### src/rtl/param_load_counter.sv
// Loadable up/down counter with configurable width, step, saturation and
// auto-reload, used to count the remaining additions in the repeated-addition
// multiplier. Status flags and one-cycle pulses feed the multiplier control FSM.
//
// Ports:
//   clk        in   rising-edge clock
//   rst        in   asynchronous active-high reset
//   load       in   load din into the count and the reload register
//   din        in   [WIDTH] load value
//   en         in   count enable
//   up         in   direction, 1 = up, 0 = down (sampled with en)
//   dout       out  [WIDTH] current count (registered)
//   zero       out  dout == 0
//   at_max     out  dout == all ones
//   tc_pulse   out  registered pulse: a count step landed on the terminal value
//   wrap_pulse out  registered pulse: a step wrapped or auto-reloaded
module param_load_counter #(
    parameter int WIDTH       = 16,
    parameter int STEP        = 1,
    parameter bit SATURATE    = 1'b1,
    parameter bit AUTO_RELOAD = 1'b0
) (
    input  logic             clk,
    input  logic             rst,
    input  logic             load,
    input  logic [WIDTH-1:0] din,
    input  logic             en,
    input  logic             up,
    output logic [WIDTH-1:0] dout,
    output logic             zero,
    output logic             at_max,
    output logic             tc_pulse,
    output logic             wrap_pulse
);

    localparam logic [WIDTH-1:0] MAX    = '1;
    localparam logic [WIDTH:0]   STEP_X = (WIDTH+1)'(STEP);

    logic [WIDTH-1:0] cnt_q, cnt_d;
    logic [WIDTH-1:0] reload_q, reload_d;
    logic             tc_q, tc_d;
    logic             wrap_q, wrap_d;

    // One extra bit: its top bit is the carry (up) or borrow (down)
    logic [WIDTH:0]   sum;
    logic [WIDTH:0]   diff;
    logic [WIDTH-1:0] term;

    assign sum  = {1'b0, cnt_q} + STEP_X;
    assign diff = {1'b0, cnt_q} - STEP_X;
    assign term = up ? MAX : '0;

    always_comb begin
        cnt_d    = cnt_q;
        reload_d = reload_q;
        tc_d     = 1'b0;
        wrap_d   = 1'b0;
        if (load) begin
            cnt_d    = din;
            reload_d = din;
        end else if (en) begin
            if (up) begin
                if (!sum[WIDTH]) begin
                    cnt_d = sum[WIDTH-1:0];
                end else if (SATURATE) begin
                    cnt_d = MAX;
                end else begin
                    cnt_d  = sum[WIDTH-1:0];
                    wrap_d = 1'b1;
                end
            end else begin
                if (!diff[WIDTH]) begin
                    cnt_d = diff[WIDTH-1:0];
                end else if (AUTO_RELOAD) begin
                    // Reload takes precedence over both clamp and wrap
                    cnt_d  = reload_q;
                    wrap_d = 1'b1;
                end else if (SATURATE) begin
                    cnt_d = '0;
                end else begin
                    cnt_d  = diff[WIDTH-1:0];
                    wrap_d = 1'b1;
                end
            end
            // Only an arrival on the terminal pulses; holding there does not
            tc_d = (cnt_q != term) && (cnt_d == term);
        end
    end

    always_ff @(posedge clk or posedge rst) begin
        if (rst) begin
            cnt_q    <= '0;
            reload_q <= '0;
            tc_q     <= 1'b0;
            wrap_q   <= 1'b0;
        end else begin
            cnt_q    <= cnt_d;
            reload_q <= reload_d;
            tc_q     <= tc_d;
            wrap_q   <= wrap_d;
        end
    end

    assign dout       = cnt_q;
    assign zero       = (cnt_q == '0);
    assign at_max     = (cnt_q == MAX);
    assign tc_pulse   = tc_q;
    assign wrap_pulse = wrap_q;

endmodule
### config.mk
export PLATFORM = sky130hd
export DESIGN_NAME = param_load_counter
export DESIGN_NICKNAME = d
export VERILOG_FILES = /design/src/rtl/param_load_counter.sv
export SDC_FILE = /design/constraint.sdc
export NUM_CORES = 1
export LEC_CHECK = 0
export ABC_AREA = 1
export BUFFER_PORTS_ARGS = -buffer_cell sky130_fd_sc_hd__buf_2
export CELL_PAD_IN_SITES_DETAIL_PLACEMENT = 0
export CELL_PAD_IN_SITES_GLOBAL_PLACEMENT = 1
export CORE_MARGIN = 5
export CORE_UTILIZATION = 35
export DETAILED_ROUTE_END_ITERATION = 12
export GPL_ROUTABILITY_DRIVEN = 0
export GPL_TIMING_DRIVEN = 0
export PLACE_DENSITY_LB_ADDON = 0.1
export SYNTH_ARGS = -nofsm -noshare
export SYNTH_HDL_FRONTEND = slang
export SYNTH_SLANG_ARGS = --single-unit
### constraint.sdc
create_clock -name clk -period 2.6 [get_ports clk]
set_clock_uncertainty 0.1 [all_clocks]
set_input_delay 0.13 -clock clk [delete_from_list [all_inputs] [get_ports clk]]
set_output_delay 0.13 -clock clk [all_outputs]
set_load 0.05 [all_outputs]
After elaboration in Yosys (flattened, before gate mapping)
Index checks and enable logic that the tools add are counted.

operators by class
  bitwise gates (word level) = 0
  equal/unequal tests = 3
  magnitude comparators = 0
  multiply operators = 0
  reduce and logical (&&, ||, !) cells = 3
  mux-type cells = 10
  shifts and indexed selects = 0
  divide/modulo/power cells = 0
  $add $sub $neg = 2

operators with widths
  operator                                            count
  2-to-1 mux 16 bit                                   8
  adder 16 x 1 -> 17 bit, second input constant       1
  subtractor 16 x 1 -> 17 bit, second input constant  1
  equality test 16 bit                                1
  equality test 16 bit, second input constant         1
  logical NOT 16 bit                                  1
  != test 16 bit                                      1
  2-to-1 mux 1 bit                                    2
  nonzero test 2 bit                                  1
  logical AND 1 bit                                   1

storage, ports and cells
  output and inout bits = 20
  memories = 0
  bits of input ports = 21
  latch bits = 0
  word-level logic and storage cells = 20
  ROM bits = 0
  register bits = 17
  RAM bits = 0

Depth between registers and ports, before layout
  depth in word-level cells = 9
  mapped depth = 15
  depth with buffers taken out = 14

Least setup slack after synthesis
Ideal clock, no wire load.

  kind = reg-to-output
  from = register cnt_q[0] (netlist: dout[0])
  to = output at_max
  required time = 2370 ps
  arrival = 2363 ps
  setup slack = 7 ps
  cell stages (with the launch flop) = 6
  path buffers = 0
  cells stage by stage = dfrtp_1 ha_1 nand2_1 nor2_4 nand3_1 nor3_1

on the way
  cells in the longest elaborated chain, start to end = 1

ends and longest elaborated chain
  what                      line  RTL
  start: declaration        39    logic [WIDTH-1:0] cnt_q, cnt_d;
  start signal: assignment  97    cnt_q <= cnt_d;
  equality test 16 bit      106   assign at_max = (cnt_q == MAX);
  end: declaration          31    output logic at_max,

No other way between the ends.

Final worst setup path
  from = register cnt_q[0] (netlist: dout[0])
  to = register tc_q (netlist: tc_pulse)

on the way
  cells in the longest elaborated chain, start to end = 9
  elaborated cells between the ends (all ways) = 12

ends and longest elaborated chain
  what                                                                          line    RTL
  subtractor 16 x 1 -> 17 bit / adder 16 x 1 -> 17 bit (equally long branches)  50, 49
  2-to-1 mux 16 bit, on equally long branches                                   72, 63
  2-to-1 mux 16 bit                                                             62      if (up) begin
  2-to-1 mux 16 bit                                                             61      end else if (en) begin
  2-to-1 mux 16 bit                                                             58      if (load) begin
  equality test 16 bit                                                          86      tc_d = (cnt_q != term) && (cnt_d == term);
  logical AND 1 bit *                                                           86
  2-to-1 mux 1 bit *                                                            61
  2-to-1 mux 1 bit *                                                            58
  named net tc_d                                                                41      logic tc_q, tc_d;
  end signal: assignment                                                        99      tc_q <= tc_d;
  end: declaration                                                              41

The timed path passes the listed nets; every way through them passes the cells marked *. The select of a mux whose other input is x is not followed.
A chain may end at the register's enable or synchronous reset.

==> qor.log <==
qor: status.status finished, violations left
qor: status.violations hold timing
qor: logic_synthesis.synth.distinct_cells 32
qor: clock_tree.cts.clk_slew.worst_paths 0.09 ns
qor: floorplan.chipHeight 86.3 µm
qor: worst_setup_path.list_of_cells_traversed_by_the_critical_path inv_1 -> ha_1 -> nand3_2 -> nor2_4 -> buf_12 -> nand2_1 -> nand2_1 -> nand2_1 -> nand2_2 -> inv_1 -> nor2_1 -> nand3_1 -> nor2_1 -> nand2_1 -> nor2_2
qor: clock_tree.cts-root-to-sink-buffers 2
qor: worst_setup_path.slowest_delay 0.47 ns
qor: route.drt_drc_violations_left 0
qor: final_layout.area.growth.synth_to_final 21.7%
qor: place.portBuffers 37
qor: global_route.gr-total-overflow 0
qor: timing.max_freq 413 MHz
qor: floorplan.floorplan.initialDensity 0.366
qor: global_route.grt_use_total 0.207
qor: route.detail-route-antenna-nets 0
qor: route.dr.pass1.iters 4
qor: job.max_cap_violations 0
qor: worst_setup_path.worstSetupStartpoint dout[0]
qor: final_layout.fraction_of_final_layout_cells_sized_beyond_drive_strength_1 0.199
qor: route.dr_total_vias 2470
qor: floorplan.placementRows 27
qor: floorplan.die_w 86.3 µm
qor: clock_tree.h-tree-depth 1
qor: power.cellPowerDensity 447 nW/µm²
qor: timing.finalCritPeriodShare 0.930
qor: timing.report.final.hold_viol_count 1
qor: global_route.grt_first_pass_wirelength 12100 µm
qor: power.total_switching_power 0.545 mW
qor: floorplan.io-pin-count 41
qor: final_layout.final_net_count 431
qor: worst_setup_path.worst_path_max_delay_cell sky130_fd_sc_hd__dfrtp_1
qor: worst_setup_path.destination_of_the_critical_timing_path tc_pulse
qor: place.placedInstanceArea 2310 µm²
qor: clock_tree.clk_root_buffer_cell sky130_fd_sc_hd__clkbuf_8
qor: route.met2_length 3270 µm
qor: clock_tree.clock_sink_count 17
qor: power.static-leakage-power 1.32 nW
qor: place.dp.final_hpwl 5700 µm
qor: worst_setup_path.required 2.70 ns
qor: global_route.antenna_found_initial 0
qor: route.topRoutingLayerUsed met4
qor: worst_setup_path.critPathArrivalTime 2.52 ns
qor: timing.relSlewSlack 0.519
qor: timing.report.final.setup_viol 0
qor: worst_setup_path.critical_path.reg2reg.startpoint dout[0]
qor: route.wl 7380 µm
qor: floorplan.area_enclosed_by_the_die_boundary 7450 µm²
qor: power.internal_power 0.563 mW
qor: worst_setup_path.r2r_end tc_pulse
qor: power.netSwitchingFraction 0.492
qor: route.avgViaCountPerCell 5.16
qor: logic_synthesis.postSynthCellCount 355
qor: logic_synthesis.largest_area_contributor_in_the_netlist sky130_fd_sc_hd__nand2_1
qor: worst_hold_path.min-delay-path-class in2reg
qor: power.clock_network_power_share 0.200
qor: timing.finalSetupTns 0 ns
qor: logic_synthesis.synth_enable_flop_cells 0
qor: logic_synthesis.asyncSetResetFlopFracSynth 1.00
qor: logic_synthesis.ys_seq_area_frac 0.209
qor: clock_tree.cts-buffers-inserted 3
qor: worst_setup_path.r2r.worst_path.cells 15
qor: clock_tree.cts_tree yes
qor: worst_setup_path.worstSetupPathType reg2reg
qor: power.power_frac_seq 0.295
qor: logic_synthesis.postSynthAreaPerCell 5.74 µm²
qor: final_layout.antenna_cells_inserted 0
qor: floorplan.core_area 5570 µm²
qor: power.p_total 1.11 mW
qor: worst_setup_path.critical_path_depth 15
qor: worst_setup_path.cp_max_fo 7
qor: route.first_drt_iteration_drcs 168
qor: timing.tightestPinTransition 0.721 ns
qor: route.wirelength_met1 3410 µm
qor: final_layout.stdcell_area 2480 µm²
qor: worst_setup_path.kind_of_launch_point_of_the_worst_setup_path register
qor: logic_synthesis.number_of_warnings_printed_during_yosys_synthesis 0
qor: worst_setup_path.critPathCaptureType register
qor: worst_setup_path.critical_path_buf_inv_count 3
qor: logic_synthesis.dominantRegCellSynth sky130_fd_sc_hd__dfrtp_1
qor: clock_tree.clock_latency 0.27 ns
qor: logic_synthesis.synth.top_cells.by_count sky130_fd_sc_hd__nand2_1 (124), sky130_fd_sc_hd__nor2_1 (45), sky130_fd_sc_hd__nand3_1 (36)
qor: worst_setup_path.path_delay_family simple AND/OR/NAND/NOR gates
qor: route.wl_per_cell 15.4 µm
qor: global_route.maximum_number_of_pins_on_one_net_before_global_route_repair 18
qor: logic_synthesis.postSynthRegisterBits 17
qor: timing.drv_slew 0
qor: logic_synthesis.netlist_area 2040 µm²
qor: timing.rsz_0062_raised_after_global_routing no
qor: power.peakVddDrop 0.233 mV
qor: timing.worst_hold_slack -0.000338 ns
qor: worst_setup_path.critical_path.most_common_cell sky130_fd_sc_hd__nand2_1
qor: logic_synthesis.mappedNetlistNets 378
qor: logic_synthesis.synthMostInstantiatedCell sky130_fd_sc_hd__nand2_1
qor: worst_setup_path.setup_slack_of_the_most_critical_reg_to_reg_path 0.18 ns
qor: timing.finalWorstPathRequiredPeriod 2.42 ns
qor: logic_synthesis.synth_top_cell_area_share 0.228
qor: clock_tree.ctsResizeCount 0
qor: route.route.met3.wl 603 µm
qor: global_route.vias_in_the_first_global_route 2372
qor: power.p_comb_frac 0.505
qor: logic_synthesis.top_cells_by_area_in_the_synthesized_netlist sky130_fd_sc_hd__nand2_1 (23%), sky130_fd_sc_hd__dfrtp_1 (21%), sky130_fd_sc_hd__nand3_1 (8.8%), sky130_fd_sc_hd__nor2_1 (8.3%), sky130_fd_sc_hd__inv_1 (5.5%)
## per-layer routing
metal / track usage / vias up
met1: 0.298 / 1106
met4: 0.0722 / 0
met3: 0.0200 / 9
met5: 0 / -
li1: - / 1257
met2: 0.322 / 98
## worst reg2reg max path, stage by stage (launching register included)
cell	delay [ns]
sky130_fd_sc_hd__dfrtp_1	0.47
sky130_fd_sc_hd__inv_1	0.19
sky130_fd_sc_hd__ha_1	0.27
sky130_fd_sc_hd__nand3_2	0.19
sky130_fd_sc_hd__nor2_4	0.21
sky130_fd_sc_hd__buf_12	0.13
sky130_fd_sc_hd__nand2_1	0.04
sky130_fd_sc_hd__nand2_1	0.06
sky130_fd_sc_hd__nand2_1	0.06
sky130_fd_sc_hd__nand2_2	0.07
sky130_fd_sc_hd__inv_1	0.04
sky130_fd_sc_hd__nor2_1	0.16
sky130_fd_sc_hd__nand3_1	0.11
sky130_fd_sc_hd__nor2_1	0.10
sky130_fd_sc_hd__nand2_1	0.08
sky130_fd_sc_hd__nor2_2	0.08
## how the worst min path moves through the flow
| stage | start | to | slack (ns) | cells past startpoint |
|---|---|---|---|---|
| 6_report | din[11] | dout[11] | -0.0003 | 3 |
| 5_1_grt | din[11] | dout[11] | 0.02 | 3 |
| 4_1_cts | din[10] | dout[10] | 0.004 | 3 |
| 3_5_place_dp | rst | dout[14] | 0.20 | 2 |
| 3_3_place_gp | rst | dout[14] | 0.19 | 2 |
| 2_1_floorplan | rst | dout[0] | -0.04 | 1 |
## cells by family after synthesis
group,count (synthesis),synth area share
xor gates and xnor gates,5,0.0215
adders and majority gates,2,0.0123
buffers and inverters,55,0.118
and+or+nand+nor,242,0.532
AOI/OAI and AO/OA,33,0.105
DFF,17,0.209
other,1,0.00184
## power groups by stage
| stage | Clock [mW] | Combinational (mW) | Sequential (mW) |
|---|---|---|---|
| final | 0.222 | 0.560 | 0.327 |
| after CTS | 0.224 | 0.557 | 0.326 |
| after global placement | 0 | 0.544 | 0.331 |
| after floorplan | 0 | 0.308 | 0.426 |
| after global routing | 0.239 | 0.619 | 0.332 |
| after detailed placement | 0 | 0.543 | 0.332 |
## sequential cells by signal (all words and copies together), names as in the netlist
signal and cells:
tc_pulse 1, dout 16
## per-stage QoR
stage | utilization | cells | setup slack [ns]
CTS | 0.441 | 478 | 0.151
finish | 0.445 | 479 | 0.181
floorplan | - | 355 | 0.00704
global placement | 0.415 | 464 | 0.182
global route | 0.445 | 479 | 0.0158
detailed placement | 0.415 | 464 | 0.191
## area by class of cell
cell class / instances / area (µm²)
Buffer: 17 / 97.6
Clock buffer: 3 / 41.3
Clock inverter: 1 / 5.00
Fill cell: 617 / 3090
Inverter: 38 / 144
Multi-Input combinational cell: 283 / 1370
Sequential cell: 17 / 425
Tap cell: 72 / 90.1
Timing Repair Buffer: 48 / 305
## what timing repair did
action	4_1_cts	5_1_grt
hold buffers	10	0
endpoints found under the hold margin	26	0
setup buffers	0	1
setup endpoints to repair	0	1
## placed cells by master (no fill, tap or decap), types with 6 or more instances in the layout
cell and count:
sky130_fd_sc_hd__o21ai_0 11, sky130_fd_sc_hd__nand2_1 124, sky130_fd_sc_hd__nand4_1 13, sky130_fd_sc_hd__inv_1 30, sky130_fd_sc_hd__o221ai_1 9, sky130_fd_sc_hd__nand3_1 36
sky130_fd_sc_hd__buf_2 46, sky130_fd_sc_hd__nor2_1 45, sky130_fd_sc_hd__dfrtp_1 17, sky130_fd_sc_hd__nand2_2 6, sky130_fd_sc_hd__dlygate4sd3_1 10
(Power assumes the default switching activity.)
